===== config.mk =====
export PLATFORM = sky130hd
export DESIGN_NAME = pwm_bargraph_decoder
export DESIGN_NICKNAME = d
export VERILOG_FILES = /design/src/rtl/pwm_dec_pkg.sv /design/src/rtl/pwm_duty_meter.sv /design/src/rtl/pwm_bargraph_decoder.sv
export SDC_FILE = /design/constraint.sdc
export NUM_CORES = 1
export LEC_CHECK = 0
export CAP_MARGIN = 20
export CORE_MARGIN = 5
export CORE_UTILIZATION = 34
export DETAILED_ROUTE_END_ITERATION = 10
export SETUP_SLACK_MARGIN = 0.15
export SLEW_MARGIN = 20
export SYNTH_ARGS = -nofsm -noshare
export SYNTH_HDL_FRONTEND = slang
export SYNTH_HIERARCHICAL = 1
export SYNTH_SLANG_ARGS = --single-unit

===== constraint.sdc =====
create_clock -name clk -period 13.05 [get_ports clk]
set_clock_uncertainty 0.2 [all_clocks]
set_input_delay 2.61 -clock clk [delete_from_list [all_inputs] [get_ports clk]]
set_output_delay 2.61 -clock clk [all_outputs]
set_load 0.005 [all_outputs]

===== src/rtl/pwm_dec_pkg.sv =====
// Shared definitions for the PWM bargraph decoder: default widths and
// thresholds, the per-channel brightness class, the tracker state type and
// the duty classifier used by the top level.
package pwm_dec_pkg;

    localparam int unsigned PWM_BITS_DEF    = 8;
    localparam int unsigned SYNC_STAGES_DEF = 2;
    localparam int unsigned FULL_MIN_DEF    = 200;
    localparam int unsigned MID_MIN_DEF     = 64;
    localparam int unsigned NUM_CH          = 8;

    typedef enum logic [1:0] {
        LVL_OFF  = 2'd0,
        LVL_MID  = 2'd1,
        LVL_FULL = 2'd2
    } level_e;

    typedef enum logic {
        ST_IDLE  = 1'b0,
        ST_TRACK = 1'b1
    } state_e;

    // A duty at or above fullMin is the peak LED, at or above midMin a
    // neighbour, anything below is dark.
    function automatic level_e classify(input int unsigned duty,
                                        input int unsigned fullMin,
                                        input int unsigned midMin);
        level_e lvl;
        if (duty >= fullMin) begin
            lvl = LVL_FULL;
        end else if (duty >= midMin) begin
            lvl = LVL_MID;
        end else begin
            lvl = LVL_OFF;
        end
        return lvl;
    endfunction

endpackage


===== src/rtl/pwm_duty_meter.sv =====
// One channel of duty measurement: synchronises the incoming PWM line,
// counts high cycles over a window and latches the saturated count when the
// shared end-of-window strobe fires.
module pwm_duty_meter
    import pwm_dec_pkg::*;
#(
    parameter int unsigned PWM_BITS    = PWM_BITS_DEF,
    parameter int unsigned SYNC_STAGES = SYNC_STAGES_DEF
) (
    input  logic                clk,
    input  logic                rst_n,
    input  logic                pwm_i,
    input  logic                win_end_i,
    output logic [PWM_BITS-1:0] duty_o
);

    logic [SYNC_STAGES-1:0] sync_q;
    logic                   line_s;
    logic [PWM_BITS:0]      hi_q;
    logic [PWM_BITS:0]      hi_d;
    logic [PWM_BITS:0]      sum;
    logic [PWM_BITS-1:0]    duty_q;
    logic [PWM_BITS-1:0]    duty_d;

    // Shift the raw line through the synchroniser chain.
    always_ff @(posedge clk or negedge rst_n) begin
        if (!rst_n) begin
            sync_q <= '0;
        end else begin
            sync_q <= {sync_q[SYNC_STAGES-2:0], pwm_i};
        end
    end

    assign line_s = sync_q[SYNC_STAGES-1];

    // The last sample of the window is folded in at latch time, so a line
    // held high all window reaches 2^PWM_BITS and is clamped to all-ones.
    always_comb begin
        sum    = hi_q + {{PWM_BITS{1'b0}}, line_s};
        hi_d   = sum;
        duty_d = duty_q;
        if (win_end_i) begin
            hi_d   = '0;
            duty_d = sum[PWM_BITS] ? {PWM_BITS{1'b1}} : sum[PWM_BITS-1:0];
        end
    end

    // High-cycle counter and latched duty registers.
    always_ff @(posedge clk or negedge rst_n) begin
        if (!rst_n) begin
            hi_q   <= '0;
            duty_q <= '0;
        end else begin
            hi_q   <= hi_d;
            duty_q <= duty_d;
        end
    end

    assign duty_o = duty_q;

endmodule


===== src/rtl/pwm_bargraph_decoder.sv =====
// Receive side of the bouncing-light bargraph: measures the duty of eight
// PWM LED lines per window, finds the single bright LED and tracks its
// position, direction of travel and number of reversals.
// Build option: define NEIGHBOUR_CHECK_EN to also require the LEDs next to
// the peak to be mid-bright and every other LED to be dark.
module pwm_bargraph_decoder
    import pwm_dec_pkg::*;
#(
    parameter int unsigned PWM_BITS    = PWM_BITS_DEF,
    parameter int unsigned SYNC_STAGES = SYNC_STAGES_DEF,
    parameter int unsigned FULL_MIN    = FULL_MIN_DEF,
    parameter int unsigned MID_MIN     = MID_MIN_DEF
) (
    input  logic                clk,
    input  logic                rst_n,
    input  logic [7:0]          pwm_in,
    input  logic [2:0]          duty_sel,
    output logic [PWM_BITS-1:0] duty_o,
    output logic                frame_done_o,
    output logic [2:0]          pos_o,
    output logic                pos_valid_o,
    output logic                dir_o,
    output logic                moved_o,
    output logic                err_o,
    output logic [7:0]          reversals_o
);

    logic [PWM_BITS-1:0] wcnt_q;
    logic                win_end;
    logic [PWM_BITS-1:0] duty_w [NUM_CH];
    logic                frame_done_q;

    level_e              level [NUM_CH];
    logic [3:0]          full_cnt;
    logic [2:0]          cand_pos;
    logic                nbr_ok;
    logic                frame_valid;
`ifdef NEIGHBOUR_CHECK_EN
    level_e              want;
`endif

    state_e              state_q;
    state_e              state_d;
    logic [2:0]          pos_q;
    logic [2:0]          pos_d;
    logic                pos_valid_q;
    logic                pos_valid_d;
    logic                dir_q;
    logic                dir_d;
    logic                moved_q;
    logic                moved_d;
    logic                err_q;
    logic                err_d;
    logic [7:0]          rev_q;
    logic [7:0]          rev_d;
    logic [3:0]          pos_ext;
    logic [3:0]          cand_ext;
    logic                step_up;
    logic                step_down;

    // Free-running window counter; a reset restarts the window at zero.
    always_ff @(posedge clk or negedge rst_n) begin
        if (!rst_n) begin
            wcnt_q <= '0;
        end else begin
            wcnt_q <= wcnt_q + 1'b1;
        end
    end

    assign win_end = (wcnt_q == {PWM_BITS{1'b1}});

    for (genvar g = 0; g < NUM_CH; g++) begin : g_meter
        pwm_duty_meter #(
            .PWM_BITS   (PWM_BITS),
            .SYNC_STAGES(SYNC_STAGES)
        ) u_meter (
            .clk      (clk),
            .rst_n    (rst_n),
            .pwm_i    (pwm_in[g]),
            .win_end_i(win_end),
            .duty_o   (duty_w[g])
        );
    end

    assign duty_o = duty_w[duty_sel];

    // The duties are latched on the window-end edge, so they are new in the
    // cycle after the strobe.
    always_ff @(posedge clk or negedge rst_n) begin
        if (!rst_n) begin
            frame_done_q <= 1'b0;
        end else begin
            frame_done_q <= win_end;
        end
    end

    // Classify every latched duty, count the peaks and remember which
    // channel holds the peak; optionally verify the shape around it.
    always_comb begin
        full_cnt = '0;
        cand_pos = '0;
        nbr_ok   = 1'b1;
        for (int i = 0; i < NUM_CH; i++) begin
            level[i] = classify(32'(duty_w[i]), FULL_MIN, MID_MIN);
            if (level[i] == LVL_FULL) begin
                full_cnt = full_cnt + 4'd1;
                cand_pos = 3'(i);
            end
        end
`ifdef NEIGHBOUR_CHECK_EN
        want = LVL_OFF;
        for (int i = 0; i < NUM_CH; i++) begin
            if (3'(i) == cand_pos) begin
                want = LVL_FULL;
            end else if ((4'(i) == {1'b0, cand_pos} + 4'd1) ||
                         (4'(i) + 4'd1 == {1'b0, cand_pos})) begin
                want = LVL_MID;
            end else begin
                want = LVL_OFF;
            end
            if (level[i] != want) begin
                nbr_ok = 1'b0;
            end
        end
`endif
    end

    assign frame_valid = (full_cnt == 4'd1) && nbr_ok;

    // Steps are compared one bit wider so that 7 and 0 are not adjacent.
    assign pos_ext   = {1'b0, pos_q};
    assign cand_ext  = {1'b0, cand_pos};
    assign step_up   = (cand_ext == pos_ext + 4'd1);
    assign step_down = (cand_ext + 4'd1 == pos_ext);

    // Tracker next state: only acts in the frame-done cycle, everything else
    // holds, and the pulse outputs default low.
    always_comb begin
        state_d     = state_q;
        pos_d       = pos_q;
        pos_valid_d = pos_valid_q;
        dir_d       = dir_q;
        moved_d     = 1'b0;
        err_d       = 1'b0;
        rev_d       = rev_q;
        if (frame_done_q) begin
            case (state_q)
                ST_IDLE: begin
                    if (frame_valid) begin
                        state_d     = ST_TRACK;
                        pos_d       = cand_pos;
                        pos_valid_d = 1'b1;
                        dir_d       = 1'b0;
                    end else begin
                        err_d = 1'b1;
                    end
                end
                ST_TRACK: begin
                    if (!frame_valid) begin
                        err_d       = 1'b1;
                        pos_valid_d = 1'b0;
                        state_d     = ST_IDLE;
                    end else if (cand_pos == pos_q) begin
                        state_d = ST_TRACK;
                    end else if (step_up) begin
                        pos_d   = cand_pos;
                        dir_d   = 1'b0;
                        moved_d = 1'b1;
                    end else if (step_down) begin
                        pos_d   = cand_pos;
                        dir_d   = 1'b1;
                        moved_d = 1'b1;
                    end else begin
                        err_d       = 1'b1;
                        pos_valid_d = 1'b0;
                        state_d     = ST_IDLE;
                    end
                end
                default: begin
                    state_d = ST_IDLE;
                end
            endcase
        end
        if (dir_d != dir_q) begin
            rev_d = rev_q + 8'd1;
        end
    end

    // Tracker registers.
    always_ff @(posedge clk or negedge rst_n) begin
        if (!rst_n) begin
            state_q     <= ST_IDLE;
            pos_q       <= '0;
            pos_valid_q <= 1'b0;
            dir_q       <= 1'b0;
            moved_q     <= 1'b0;
            err_q       <= 1'b0;
            rev_q       <= '0;
        end else begin
            state_q     <= state_d;
            pos_q       <= pos_d;
            pos_valid_q <= pos_valid_d;
            dir_q       <= dir_d;
            moved_q     <= moved_d;
            err_q       <= err_d;
            rev_q       <= rev_d;
        end
    end

    assign frame_done_o = frame_done_q;
    assign pos_o        = pos_q;
    assign pos_valid_o  = pos_valid_q;
    assign dir_o        = dir_q;
    assign moved_o      = moved_q;
    assign err_o        = err_q;
    assign reversals_o  = rev_q;

endmodule


### Word-level counts from Yosys, hierarchy flattened

Index checks and enable logic that the tools add are counted.

| storage, ports and cells | value |
|---|---|
| register bits after elaboration | 177 |
| bits in latches | 0 |
| bits in writable memories | 0 |
| ROM bits | 0 |
| input port bits | 13 |
| output and inout port bits | 24 |
| memories | 0 |

| cells by class | value |
|---|---|
| $add $sub $neg | 19 |
| multipliers | 0 |
| divide/modulo/power cells | 0 |
| magnitude comparators | 17 |
| equal/unequal tests | 21 |
| shifts and indexed selects | 0 |
| multiplexer cells | 86 |
| bitwise gates (word level) | 2 |
| reductions and logical operators | 2 |

Operators by type and width:

| cell | number |
|---|---|
| 2-to-1 mux 8 bit | 10 |
| adder 9 x 1 -> 9 bit | 8 |
| 2-to-1 mux 9 bit | 8 |
| >= comparator 8 x 7 -> 1 bit (second input constant) | 8 |
| >= comparator 8 bit (second input constant) | 8 |
| 2-to-1 mux 1 bit | 36 |
| 2-to-1 mux 3 bit | 11 |
| adder 4 x 1 -> 4 bit (second input constant) | 7 |
| 2-to-1 mux 4 bit | 7 |
| binary-select mux 8 bit (select 3 bit) | 1 |
| adder 8 x 1 -> 8 bit (second input constant) | 2 |
| equality test 2 bit (second input constant) | 8 |
| 2-to-1 mux 2 bit | 8 |
| AND reduction 5 bit | 2 |
| != test 3 bit (second input constant) | 3 |
| adder 3 x 1 -> 4 bit (second input constant) | 2 |
| equality test 8 bit (second input constant) | 1 |
| one-hot mux 1 bit (2 select lines) | 4 |
| != test 2 bit (second input constant) | 3 |
| one-hot mux 3 bit (2 select lines) | 1 |
| equality test 3 x 4 -> 1 bit | 1 |
| equality test 4 x 1 -> 1 bit (second input constant) | 1 |
| equality test 4 x 3 -> 1 bit | 1 |
| >= comparator 4 bit (second input constant) | 1 |
| other kinds (5) | 5 |

### Longest topological paths before layout

| depth | value |
|---|---|
| depth in word-level cells | 24 |
| gate-level depth with buffers | 25 |

### By module

The synthesis kept the hierarchy.

Modules (own cells, without submodules):

| module | instances | cells an instance | area an instance (µm²) |
|---|---|---|---|
| pwm_duty_meter | 8 | 70 | 795.8 |
| pwm_bargraph_decoder | 1 | 215 | 2462.4 |

### Worst setup path before layout

OpenSTA, ideal clock, no wires.

| timing path | value |
|---|---|
| kind | input to output |
| from | input port duty_sel[0] |
| to | output port duty_o[3] |
| arrival | 4.248 ns |
| required time | 10.240 ns |
| setup slack | 5.992 ns |
| stages on the path | 4 |
| cell sequence | clkbuf_1 clkbuf_1 mux4_2 mux2_2 |

| on the way | value |
|---|---|
| longest elaborated chain between the ends | 4 |

Ends and longest elaborated chain:

| item | line | RTL |
|---|---|---|
| from (decl) | pwm_bargraph_decoder.sv:17 | `input logic [2:0] duty_sel,` |
| NOT 3 -> 4 bit (implied by the code) | pwm_bargraph_decoder.sv:85 | `assign duty_o = duty_w[duty_sel];` |
| binary-select mux 8 bit (select 3 bit) | pwm_bargraph_decoder.sv:85 |  |
| 2-to-1 mux 8 bit (implied by the code) (2 in series) | pwm_bargraph_decoder.sv:85 |  |
| to (decl) | pwm_bargraph_decoder.sv:18 | `output logic [PWM_BITS-1:0] duty_o,` |

Every way passes these cells. The select of a mux whose other input is x is not followed.

### Final worst setup path

| timing path | value |
|---|---|
| from | input port duty_sel[0] |
| to | output port duty_o[2] |

Same word-level chain as after synthesis.

==> out/qor.yml <==
synth:
  synth_area_um2: 8830
  ys_seq_area_frac: 0.502
  synth_enable_flop_cells: 0
  yosysTopAreaCellShare: 0.502
  synth_area_leader_cell: "dfrtp_1"
  synth_flop_cell: "dfrtp_1"
  syn_area_per_cell_um2: 11.4
  ys_warn_count: 6
  async_reset_ff_frac: 1.00
  yosysMostFrequentCell: "dfrtp_1"
  syn_inst: 775
  synth_common_cells: "177 x dfrtp_1, 151 x nor2_1, 64 x a21oi_2"
  ys_types: 64
  synth_fp_nets: 814
  synth_area_leaders: "dfrtp_1 50%, nor2_1 6.4%, a21oi_2 6.3%"
  synth_seq_cells: 177
route:
  drt_iter0_markers: 337
  routedWlPerCell_um: 15.6
  routed_wirelength_mm: 18.0
  postRouteAntennaNets: 0
  vias_per_cell: 4.99
  dr.pass1.iters: 6
  drc_errors: 0
  vias: 5744
sta:
  hold_viol: 0
  min_period_ns: 7.89
  finalSetupTns_ns: 0
  grt_setup_unrepaired: "no"
  worstMarginPinSlew_ns: 1.14
  max_slew_margin: 0.231
  finalSetupViolations: 0
  drv_slew: 0
  period_share: 0.605
  hold_ws_ns: 0.144
  fmax_ghz: 0.127
floorplan:
  num_rows: 59
  io_pins: 37
  start_util: 0.342
  die_x_um: 171
  core_area_um2: 25800
  die_h_um: 171
  die_area_um2: 29300
clocking:
  cts_resized: 0
  cts_sinks: 177
  cts_tree: "done"
  clock_latency_ns: 0.44
  postCtsHoldBufs: 0
  path_clk_slew_ns: 0.07
  clock_path_buffers: 2
  cts_max_level: 4
  cts_root_buffer: "clkbuf_16"
  numCtsBuffers: 17
  post_cts_buffers: 0
critical_path:
  critPathSlowestCell: "clkdlybuf4s50_1"
  crit_end: "duty_o[2]"
  cp.arrival_ns: 5.08
  critPathBufInv: 2
  path_cells: "clkdlybuf4s50_1 -> mux4_2 -> mux2_2 -> clkdlybuf4s50_1"
  cp_common_cell: "clkdlybuf4s50_1"
  crit_path_start: "duty_sel[0]"
  cp_max_fo: 16
  max_stage_delay_ns: 1.07
  r2r_end: "pos_o[0]$_DFFE_PN0P_"
  r2r_start: "g_meter[1].u_meter/duty_o[4]$_DFFE_PN0P_"
  critPathLaunchType: "input pin"
  critical_path_depth: 4
  setup.worst_path.class: "input pin to primary output"
  end_kind: "primary output"
  r2r_setup_slack_ns: 7.11
  cp.required_ns: 10.24
  cp_top_family: "buffers and inverters"
  ff2ff_path_depth: 25
finish:
  n_antenna_cell: 0
  final-seq-area_um2: 4430
  nets: 842
  multiInputGateArea_um2: 4130
  drive_gt1_frac: 0.212
  fill_cells: 2505
  syn_to_final_growth_pct: 13.5
run_status:
  status: "complete, no violations"
place:
  hpwl_mm: 12.7
  io_buffers: 36
  gp_congestion: 0.817
grt:
  grt_pass1_wl_mm: 30.4
  top_usage_layer: "met2"
  grt_pass1_vias: 5724
  grt.total_usage: 0.131
  grt_max_degree: 72
  use_met1: 0.187
  gr-total-overflow: 0
  antenna_found_initial: 0
  use_met2: 0.203
  grt_util_met3: 0.0250
power:
  vdd_ir_drop_max_mv: 0.0687
  p_leak_uw: 0.00441
  power_density_nw_per_um2: 142
job:
  maxCapViolCount: 0
hold_path:
  hold_class: "flop to flop"
-- area by class of cell --
cell class,instances,area share
Timing Repair Buffer,40,0.0391
Clock inverter,11,0.0109
Inverter,24,0.00899
Clock buffer,20,0.0446
Sequential cell,177,0.442
Multi-Input combinational cell,543,0.412
Tap cell,335,0.0418
-- metal layers --
layer	wire length, um	vias to the layer above	part of all wire
li1	-	2765	-
met1	8840	2893	0.49
met2	8370	73	0.47
met3	544	13	0.030
met4	207	0	0.012
met5	0	-	0
-- flip-flops by register name (all words and copies together) (netlist names) --
register,flops
wcnt_q,8
err_o,1
pos_o,3
dir_o,1
state_q,1
pos_valid_o,1
reversals_o,8
frame_done_o,1
g_meter.u_meter/duty_o,64
g_meter.u_meter/sync_q,16
moved_o,1
g_meter.u_meter/hi_q,72
-- cells in the final DEF (no fill, tap or decap), drive strengths merged, types with 16 or more instances in the layout --
master,instances
dfrtp,177
nor2,151
a21oi,78
xor2,39
xnor2,39
nand3,38
clkdlybuf4s50,35
ha,26
inv,25
nand2,20
clkbuf,20
mux4,16
-- report_power, final --
| group | leakage [uW] | internal (uW) | switching, uW |
|---|---|---|---|
| Sequential | 0.00233 | 630 | 78.7 |
| Combinational | 0.00182 | 89.1 | 143 |
| Clock | 0.000259 | 268 | 216 |
-- kinds of logic (layout without fill, tap and decap cells) --
| logic type | count (synthesis) | after routing | share of synthesized area |
|---|---|---|---|
| AO/OA/AOI/OAI | 122 | 122 | 0.119 |
| XOR/XNOR | 81 | 81 | 0.0873 |
| adder cells (fa/ha/maj) | 26 | 26 | 0.0368 |
| buffers and inverters | 55 | 95 | 0.0310 |
| flip-flops | 177 | 177 | 0.502 |
| multiplexers | 29 | 29 | 0.0587 |
| AND/OR/NAND/NOR | 285 | 285 | 0.165 |
-- worst min-delay path by stage --
stage / startpoint / end / slack, ns / cells after the start
2_1_floorplan: g_meter[0].u_meter/sync_q[0]$_DFF_PN0_ / g_meter[0].u_meter/sync_q[1]$_DFF_PN0_ / 0.13 / 0
3_3_place_gp: g_meter[7].u_meter/sync_q[0]$_DFF_PN0_ / g_meter[7].u_meter/sync_q[1]$_DFF_PN0_ / 0.13 / 0
3_5_place_dp: g_meter[2].u_meter/sync_q[0]$_DFF_PN0_ / g_meter[2].u_meter/sync_q[1]$_DFF_PN0_ / 0.14 / 0
4_1_cts: g_meter[6].u_meter/sync_q[0]$_DFF_PN0_ / g_meter[6].u_meter/sync_q[1]$_DFF_PN0_ / 0.15 / 0
5_1_grt: g_meter[6].u_meter/sync_q[0]$_DFF_PN0_ / g_meter[6].u_meter/sync_q[1]$_DFF_PN0_ / 0.14 / 0
6_report: g_meter[6].u_meter/sync_q[0]$_DFF_PN0_ / g_meter[6].u_meter/sync_q[1]$_DFF_PN0_ / 0.14 / 0
-- through the flow --
| step | std cells | setup WS, ns | total power (uW) | util | cell area, um2 |
|---|---|---|---|---|---|
| 3_5_place_dp | 1119 | 5.14 | 954 | 0.366 | 9460 |
| 3_3_place_gp | 1119 | 5.18 | 948 | 0.366 | 9460 |
| 6_report | 1150 | 5.16 | 1420 | 0.388 | 10000 |
| 2_1_floorplan | 775 | 5.99 | 884 | - | 8830 |
| 5_1_grt | 1150 | 4.99 | 1520 | 0.388 | 10000 |
| 4_1_cts | 1150 | 5.14 | 1450 | 0.388 | 10000 |
Power figures use the tool's default switching activity.
